==> src/rtl/request_arbiter_pkg.sv <==
// Shared types and constants for the 4-requester arbiter.
package arb_pkg;
  localparam int N_REQ  = 4;
  localparam int ID_W   = 2;
  localparam int HOLD_W = 8;

  typedef enum logic [1:0] {
    IDLE  = 2'd0,
    GRANT = 2'd1,
    TURN  = 2'd2
  } arb_state_t;
endpackage

==> src/rtl/request_arbiter_if.sv <==
// Request/grant bundle between requesting units (master) and the arbiter (slave).
interface request_arbiter_if;
  import arb_pkg::*;

  logic [N_REQ-1:0] req;
  logic [N_REQ-1:0] gnt;
  logic [ID_W-1:0]  gnt_id;
  logic             gnt_vld;
  logic             preempt;

  modport master (output req, input gnt, gnt_id, gnt_vld, preempt);
  modport slave  (input req, output gnt, gnt_id, gnt_vld, preempt);
endinterface

==> src/rtl/request_arbiter_sel.sv <==
// Combinational priority pick: scan req downward from ptr with wrap, first set bit wins.
module rotating_priority_select
  import arb_pkg::*;
(
  input  logic [N_REQ-1:0] req,
  input  logic [ID_W-1:0]  ptr,
  output logic [ID_W-1:0]  win_id,
  output logic             win_vld
);
  logic [ID_W-1:0] idx;

  always_comb begin
    win_vld = 1'b0;
    win_id  = ptr;
    idx     = ptr;
    for (int i = 0; i < N_REQ; i++) begin
      idx = ptr - ID_W'(i);
      if (!win_vld && req[idx]) begin
        win_vld = 1'b1;
        win_id  = idx;
      end
    end
  end
endmodule

==> src/rtl/request_arbiter.sv <==
// Arbiter FSM: grant hold, hold-limit preemption, one turnaround cycle between owners.
module request_arbiter
  import arb_pkg::*;
#(
  parameter int ROUND_ROBIN = 0,
  parameter int MAX_HOLD    = 8
) (
  input  logic              clk,
  input  logic              rst,
  request_arbiter_if.slave  bus
);
  localparam logic [HOLD_W-1:0] HOLD_LIM = MAX_HOLD[HOLD_W-1:0];
  localparam logic [HOLD_W-1:0] HOLD_SAT = '1;

  arb_state_t      state;
  logic [HOLD_W-1:0] hold_cnt;
  logic [ID_W-1:0] ptr;
  logic [ID_W-1:0] win_id;
  logic            win_vld;

  rotating_priority_select u_sel (
    .req     (bus.req),
    .ptr     (ptr),
    .win_id  (win_id),
    .win_vld (win_vld)
  );

  always_ff @(posedge clk or posedge rst) begin
    if (rst) begin
      state       <= IDLE;
      bus.gnt     <= '0;
      bus.gnt_id  <= '0;
      bus.gnt_vld <= 1'b0;
      bus.preempt <= 1'b0;
      hold_cnt    <= '0;
      ptr         <= ID_W'(N_REQ - 1);
    end else begin
      bus.preempt <= 1'b0;
      case (state)
        IDLE, TURN: begin
          if (win_vld) begin
            state       <= GRANT;
            bus.gnt     <= N_REQ'(1) << win_id;
            bus.gnt_id  <= win_id;
            bus.gnt_vld <= 1'b1;
            hold_cnt    <= HOLD_W'(1);
            if (ROUND_ROBIN != 0) ptr <= win_id - ID_W'(1);
          end else begin
            state <= IDLE;
          end
        end
        GRANT: begin
          // Release has precedence; new requesters only compete in TURN.
          if (!bus.req[bus.gnt_id]) begin
            state       <= TURN;
            bus.gnt     <= '0;
            bus.gnt_vld <= 1'b0;
            hold_cnt    <= '0;
          end else if (MAX_HOLD != 0 && hold_cnt == HOLD_LIM) begin
            state       <= TURN;
            bus.gnt     <= '0;
            bus.gnt_vld <= 1'b0;
            bus.preempt <= 1'b1;
            hold_cnt    <= '0;
          end else if (hold_cnt != HOLD_SAT) begin
            hold_cnt <= hold_cnt + HOLD_W'(1);
          end
        end
        default: begin
          state       <= IDLE;
          bus.gnt     <= '0;
          bus.gnt_vld <= 1'b0;
        end
      endcase
    end
  end
endmodule

==> src/flat_wrapper.sv <==
// flat-port wrapper written by rule: the top's interface ports become plain ports
module request_arbiter_flat import arb_pkg::*;
#(
  parameter int ROUND_ROBIN = 0,
  parameter int MAX_HOLD    = 8
)
  (clk, rst, bus_req, bus_gnt, bus_gnt_id, bus_gnt_vld, bus_preempt);
  request_arbiter_if bus_i ();
  input  logic clk;
  input  logic rst;
  input wire logic [$bits(bus_i.req)-1:0] bus_req;
  output wire logic [$bits(bus_i.gnt)-1:0] bus_gnt;
  output wire logic [$bits(bus_i.gnt_id)-1:0] bus_gnt_id;
  output wire logic [$bits(bus_i.gnt_vld)-1:0] bus_gnt_vld;
  output wire logic [$bits(bus_i.preempt)-1:0] bus_preempt;
  assign bus_i.req = bus_req;
  assign bus_gnt = bus_i.gnt;
  assign bus_gnt_id = bus_i.gnt_id;
  assign bus_gnt_vld = bus_i.gnt_vld;
  assign bus_preempt = bus_i.preempt;
  request_arbiter #(.ROUND_ROBIN(ROUND_ROBIN), .MAX_HOLD(MAX_HOLD)) u_core (.clk(clk), .rst(rst), .bus(bus_i));
endmodule
==> config.mk <==
export PLATFORM = sky130hd
export DESIGN_NAME = request_arbiter_flat
export DESIGN_NICKNAME = d
export VERILOG_FILES = /design/src/rtl/request_arbiter_pkg.sv /design/src/rtl/request_arbiter_if.sv /design/src/rtl/request_arbiter_sel.sv /design/src/rtl/request_arbiter.sv /design/src/flat_wrapper.sv
export SDC_FILE = /design/constraint.sdc
export NUM_CORES = 1
export LEC_CHECK = 0
export ABC_AREA = 1
export BUFFER_PORTS_ARGS = -buffer_cell sky130_fd_sc_hd__buf_2
export CORE_MARGIN = 2
export CORE_UTILIZATION = 59
export CTS_CLUSTER_SIZE = 20
export DETAILED_ROUTE_END_ITERATION = 6
export PLACE_DENSITY_LB_ADDON = 0.15
export REMOVE_ABC_BUFFERS = 1
export SLEW_MARGIN = 20
export SYNTH_ARGS = -nofsm -noshare
export SYNTH_HDL_FRONTEND = slang
export SYNTH_SLANG_ARGS = --single-unit
==> constraint.sdc <==
create_clock -name clk -period 3.52 [get_ports clk]
set_clock_uncertainty 0.15 [all_clocks]
set_input_delay 0.704 -clock clk [delete_from_list [all_inputs] [get_ports clk]]
set_output_delay 0.704 -clock clk [all_outputs]
set_load 0.05 [all_outputs]
Word-level counts from Yosys, hierarchy flattened
Cells that the tools add are included.
Word-level totals
  register bits after elaboration: 18
  bits in latches: 0
  memory bits (writable): 0
  memory bits (read-only): 0
  bits of input ports: 6
  output and inout port bits: 8
  word-level logic and storage cells: 72
  memories kept: 0
Cells by class
  add/sub/neg operators: 4
  multiply operators: 0
  div/mod/pow operators: 0
  $lt $le $gt $ge: 5
  equality and inequality tests: 7
  shift operators: 1
  mux-type cells: 37
  bitwise operators: 0
  reductions and logical operators: 12
Operators with widths (count)
  $mux 8: 4
  $mux 1: 16
  $pmux 8 s2: 1
  $lt 2x3->1 const B: 5
  $mux 4: 3
  $bmux 1 s2: 5
  $mux 2: 5
  $add 8x1->8 const B: 1
  $eq 8x4->1 const B: 1
  $ne 8x8->1 const B: 1
  $pmux 4 s2: 1
  $ne 4x4->1 const B: 1
  $pmux 2 s2: 1
  $reduce_and 2->1: 2
  $shl 1x2->4 const A: 1
  $sub 2x2->2 const B: 2
  $logic_and 1x1->1: 3
  $logic_not 1->1: 3
  $ne 3x3->1 const B: 1
  $reduce_and 3->1: 1
  $eq 2x1->1 const B: 1
  $eq 2x2->1 const B: 1
  $logic_not 2->1: 1
  $ne 2x2->1 const B: 1
  4 further kinds: 4

Longest topological paths before layout
  depth after elaboration: 15
  depth in mapped cells: 9
  gate-level depth less buffers: 9

Cells and area by module
A second synthesis with hierarchy kept.
Second synthesis, totals
  cell total of the unflattened synthesis: 205
  area, all modules: 1433.9 µm²
By module, submodules not included
  request_arbiter: times used 1, cells each 140, area each 1102.3 µm², sequential area each 450.4 µm²
  rotating_priority_select: times used 1, cells each 65, area each 331.6 µm², sequential area each 0.0 µm²

Least setup slack after synthesis
No wires, ideal clock.
  path type: input port to flip-flop
  start: input bus_req[1]
  end: register u_core.hold_cnt[5]
  setup time: 0.065 ns
  data arrival time: 1.422 ns
  required time: 3.305 ns
  setup slack: 1.883 ns
  cell stages on the path: 7
  path buffers: 0
  path through: nor2_1 -> nor2_1 -> nor2_1 -> nand2_2 -> nand2_4 -> nand2_1 -> nand2_1
Between the ends
  cells in the longest elaborated chain, start to end: 14
  elaborated cells on any way between the ends: 25
  classes of those cells: eq/ne (2); mux (16); reduce/logical (7)
RTL lines
  start, declared: RTL line flat_wrapper.sv:11  | input wire logic [$bits(bus_i.req)-1:0] bus_req;
  $bmux 1 s2: RTL line request_arbiter_sel.sv:18  | if (!win_vld && req[idx]) begin
  $mux 1 (not written as such): RTL line request_arbiter_sel.sv:18
  $mux 1: RTL line request_arbiter_sel.sv:18
  $logic_not 1->1: RTL line request_arbiter_sel.sv:18
  $logic_and 1x1->1: RTL line request_arbiter_sel.sv:18
  $mux 1: RTL line request_arbiter_sel.sv:18
  $logic_not 1->1: RTL line request_arbiter_sel.sv:18
  $logic_and 1x1->1: RTL line request_arbiter_sel.sv:18
  $mux 1: RTL line request_arbiter_sel.sv:18
  $logic_not 1->1: RTL line request_arbiter_sel.sv:18
  $logic_and 1x1->1: RTL line request_arbiter_sel.sv:18
  $mux 1: RTL line request_arbiter_sel.sv:18
  $ne 2x2->1 (no line)
  $reduce_and 3->1 (no line)
  end signal, assigned: RTL line request_arbiter.sv:66  | hold_cnt <= hold_cnt + HOLD_W'(1);
  end, declared: RTL line request_arbiter.sv:16  | logic [HOLD_W-1:0] hold_cnt;
Several ways; a longest one is shown, not always the timed one. The select of a mux whose other input is x is not followed.
A chain may end at the register's enable or synchronous reset.

Final worst setup path
  start: register u_core.bus.gnt_id[0]
  end: output bus_gnt_id[0]
RTL lines
  start, declared: RTL line request_arbiter_if.sv:12  | modport slave (input req, output gnt, gnt_id, gnt_vld, preempt);
  start signal, assigned: RTL line request_arbiter.sv:44  | bus.gnt_id <= win_id;
  end, declared: RTL line flat_wrapper.sv:13  | output wire logic [$bits(bus_i.gnt_id)-1:0] bus_gnt_id;
No word-level cell between the ends.

==> summary.md <==
| Metric | Value |
|---|---|
| Cts-stage hold buffer count | `0` |
| Count of buffer and inverter cells on the critical path | `1` |
| Post-route standard cell area excluding fillers | `1120 µm²` |
| Buffers added on ports | `13` |
| Resize count post-CTS | `0` |
| F_max | `0.547 GHz` |
| Cell breakdown of the critical path | `buf_2` |
| YS warnings | `2` |
| TritonCTS clock tree | `built` |
| Hold Violations, Final | `0` |
| Ports placed on the boundary | `14` |
| Adder-cell area share of the yosys netlist | `2.51%` |
| Time the worst path needs with I/O delays and setup | `1830 ps` |
| Die Height | `45.1 µm` |
| Vias after detailed routing | `861` |
| Endpoint with the worst hold slack | `u_core.bus.gnt_vld` |
| Htree depth | `1` |
| Peak per-stage delay on the critical path | `400 ps` |
| Leading cell type in the layout, fill and taps excluded | `nand2_1` |
| Total length of routed wires | `1.88 mm` |
| Longest Clk Path Bufs | `2` |
| Vias in the first global route | `699` |
| Sequential element share of the synthesized area | `45.1%` |
| Top library cells by usage in the layout, fill and taps aside | `nand2_1 (44), dfrtp_1 (18), nor2_1 (17)` |
| Element type at the critical path start | `flop` |
| Worst R2R Path Depth | `9` |
| Count of placed standard cells including taps | `160` |
| Arrival time of data at the critical path endpoint | `970 ps` |
| Diode insertion count for antenna repair | `0` |
| Core Rows | `14` |
| Area of the mapped netlist | `998 µm²` |
| Drt first-iter violations | `21` |
| Cell with the largest stage delay on the worst path | `dfrtp_1` |
| DRC violations left | `0` |
| Starting density of the core | `64.8%` |
| Number of vias per cell after detailed routing | `5.25` |
| Period utilization | `51.9%` |
| Fin Setup TNS | `0 ps` |
| Largest fanout on the critical path | `4` |
| Post-CTS clock slew at the launch and capture registers of the worst setup and hold paths | `100 ps` |
| Launch point of the worst hold path | `u_core.bus.gnt_vld` |
| Number of instances in the synthesized netlist | `131` |
| Gr usage total | `21.5%` |
| Number of setup buffers added after CTS | `0` |
| Static Leak | `0.622 nW` |
| Initial antenna violation count | `0` |
| Post-detailed-placement half-perimeter wirelength | `1.45 mm` |
| Nets | `157` |
| Average routed wire per standard cell | `11.5 µm` |
| Max VDD drop | `516 µV` |
| CTS Root Buffer Type | `clkbuf_4` |
| Fraction of synthesized area in multiplexers | `0%` |
| R2r setup slk | `1890 ps` |
| Detail Route Antenna Nets | `0` |
| Instance area at placement | `1080 µm²` |
| Max-cap check violation count | `0` |
| Result of the run | `finished clean` |
| Data required time at the worst endpoint | `2670 ps` |
| Hold Path Depth | `2` |
| Reg-to-Reg Start | `u_core.hold_cnt[0]` |
| Combinational family with the most area after synthesis | `simple AND/OR/NAND/NOR gates` |
| Global-route congestion overflow total | `0` |
| Classification of the worst-slack hold path | `flop to flop` |
| Endpoint of the worst-slack reg-to-reg timing path | `u_core.hold_cnt[6]` |
| Endpoints failing setup | `0` |
| Type of the worst setup path | `flop to output pin` |
| Post-Synth Simple-Gate Area | `40.2%` |
| Actual slew at the worst max-slew pin | `665 ps` |
| Final number of max-transition violations | `0` |
| Fill cell instance count of the final layout | `128` |
| Number of register bits inferred by synthesis | `18` |
| Count of TritonRoute iterations in the first routing pass | `4` |
| Type of element capturing the critical path | `output pin` |
| Layout cells sized above 1 | `19.6%` |
| Total power per unit cell area | `704 nW/µm²` |
| Synthesized-area fraction occupied by ao, oa, aoi and oai cells | `2.76%` |
| Slew margin rel. | `55.6%` |
| Routability Congestion | `0.881` |
| Power after layout | `0.788 mW` |
| Count of distinct cell types in the synthesized netlist | `20` |
| First-pass GRT wire length | `3.11 mm` |
| Number of sinks on the clock net | `18` |
| Crit path max-delay family | `flip-flops` |
| Area share of xor/xnor cells in the synthesized design | `2.63%` |
| Setup repair after global routing missed its margin | `false` |
| Pin count of the biggest net entering global routing | `19` |
| Latest clock arrival within the worst-skew pair | `290 ps` |
| Width of the chip | `45.1 µm` |
| Core Area | `1540 µm²` |
| DIE AREA | `2040 µm²` |
| Post-route non-filler standard cell count | `164` |
| Relative area change from synthesis to final layout | `12.2%` |
| Mean cell area of the mapped netlist | `7.62 µm²` |
| Num CTS Buffers | `3` |
## cell families after synthesis
group,Yosys count
buffers and inverters,18
adder cells (fa/ha/maj),2
AND/OR/NAND/NOR,86
XOR/XNOR,3
flip-flops,18
AO/OA/AOI/OAI,4
## worst max-delay path by stage
stage	startpoint	endpoint	slack (ps)	depth (start not counted)
floorplan	bus_req[1]	u_core.hold_cnt[5]	1880	7
global placement	bus_req[1]	u_core.hold_cnt[0]	1590	8
detailed placement	bus_req[1]	u_core.hold_cnt[6]	1570	8
CTS	u_core.bus.gnt_id[0]	bus_gnt_id[0]	1680	1
global route	u_core.bus.gnt_id[1]	bus_gnt_id[1]	1650	1
finish	u_core.bus.gnt_id[0]	bus_gnt_id[0]	1690	1
## through the flow
stage | utilization [%] | worst slack, ps | hold slack [ps]
detailed placement | 70.3 | 1570 | 305
global placement | 70.3 | 1590 | 299
CTS | 72.6 | 1680 | 331
finish | 72.6 | 1690 | 330
floorplan | - | 1880 | 339
global route | 72.6 | 1650 | 352
## tightest hold or removal path: cells and delay by family (launching register included)
family        cells  cell delay (ps)
flops             1              360
simple gates      2              100
## layout make-up
cell class	instances	area, µm²	share of cell area [%]
clock buffers	4	36.3	3.24
inverters	18	67.6	6.03
multi-input cells	95	480	42.9
flip-flops and latches	18	450	40.2
well taps	16	20.0	1.79
repair buffers	13	65.1	5.81
## flip-flops by register name (all words and copies together) (netlist names)
| signal | flops |
|---|---|
| u_core.bus.preempt | 1 |
| u_core.bus.gnt_id | 2 |
| u_core.bus.gnt_vld | 1 |
| u_core.hold_cnt | 8 |
| u_core.bus.gnt | 4 |
| u_core.state | 2 |
## Yosys cell counts (all sizes together)
cell type,count,area (µm²)
xnor2,1,8.76
xor2,2,17.5
nand3,13,77.6
o21ai,1,5.00
dfrtp,18,450
nor2,21,93.8
a21boi,2,15.0
clkinv,1,3.75
ha,2,25.0
nand3b,2,15.0
nand2,49,206
inv,17,63.8
o21bai,1,7.51
or2,1,8.76
## where the power goes
part           switching (mW)  internal (mW)
clock                  0.0635         0.0630
combinational           0.270          0.103
sequential             0.0343          0.254
total                   0.367          0.421
## per-layer routing
metal | part of all wire (%) | vias to the layer above | wire, µm | track usage [%]
li1 | - | 434 | - | -
met5 | 0 | - | 0 | 0
met3 | 4.4 | 4 | 83 | 3.60
met2 | 43 | 20 | 808 | 29.4
met1 | 51 | 403 | 967 | 33.4
met4 | 1.2 | 0 | 23 | 8.82
Note: power is estimated with default switching activity, not from simulation.
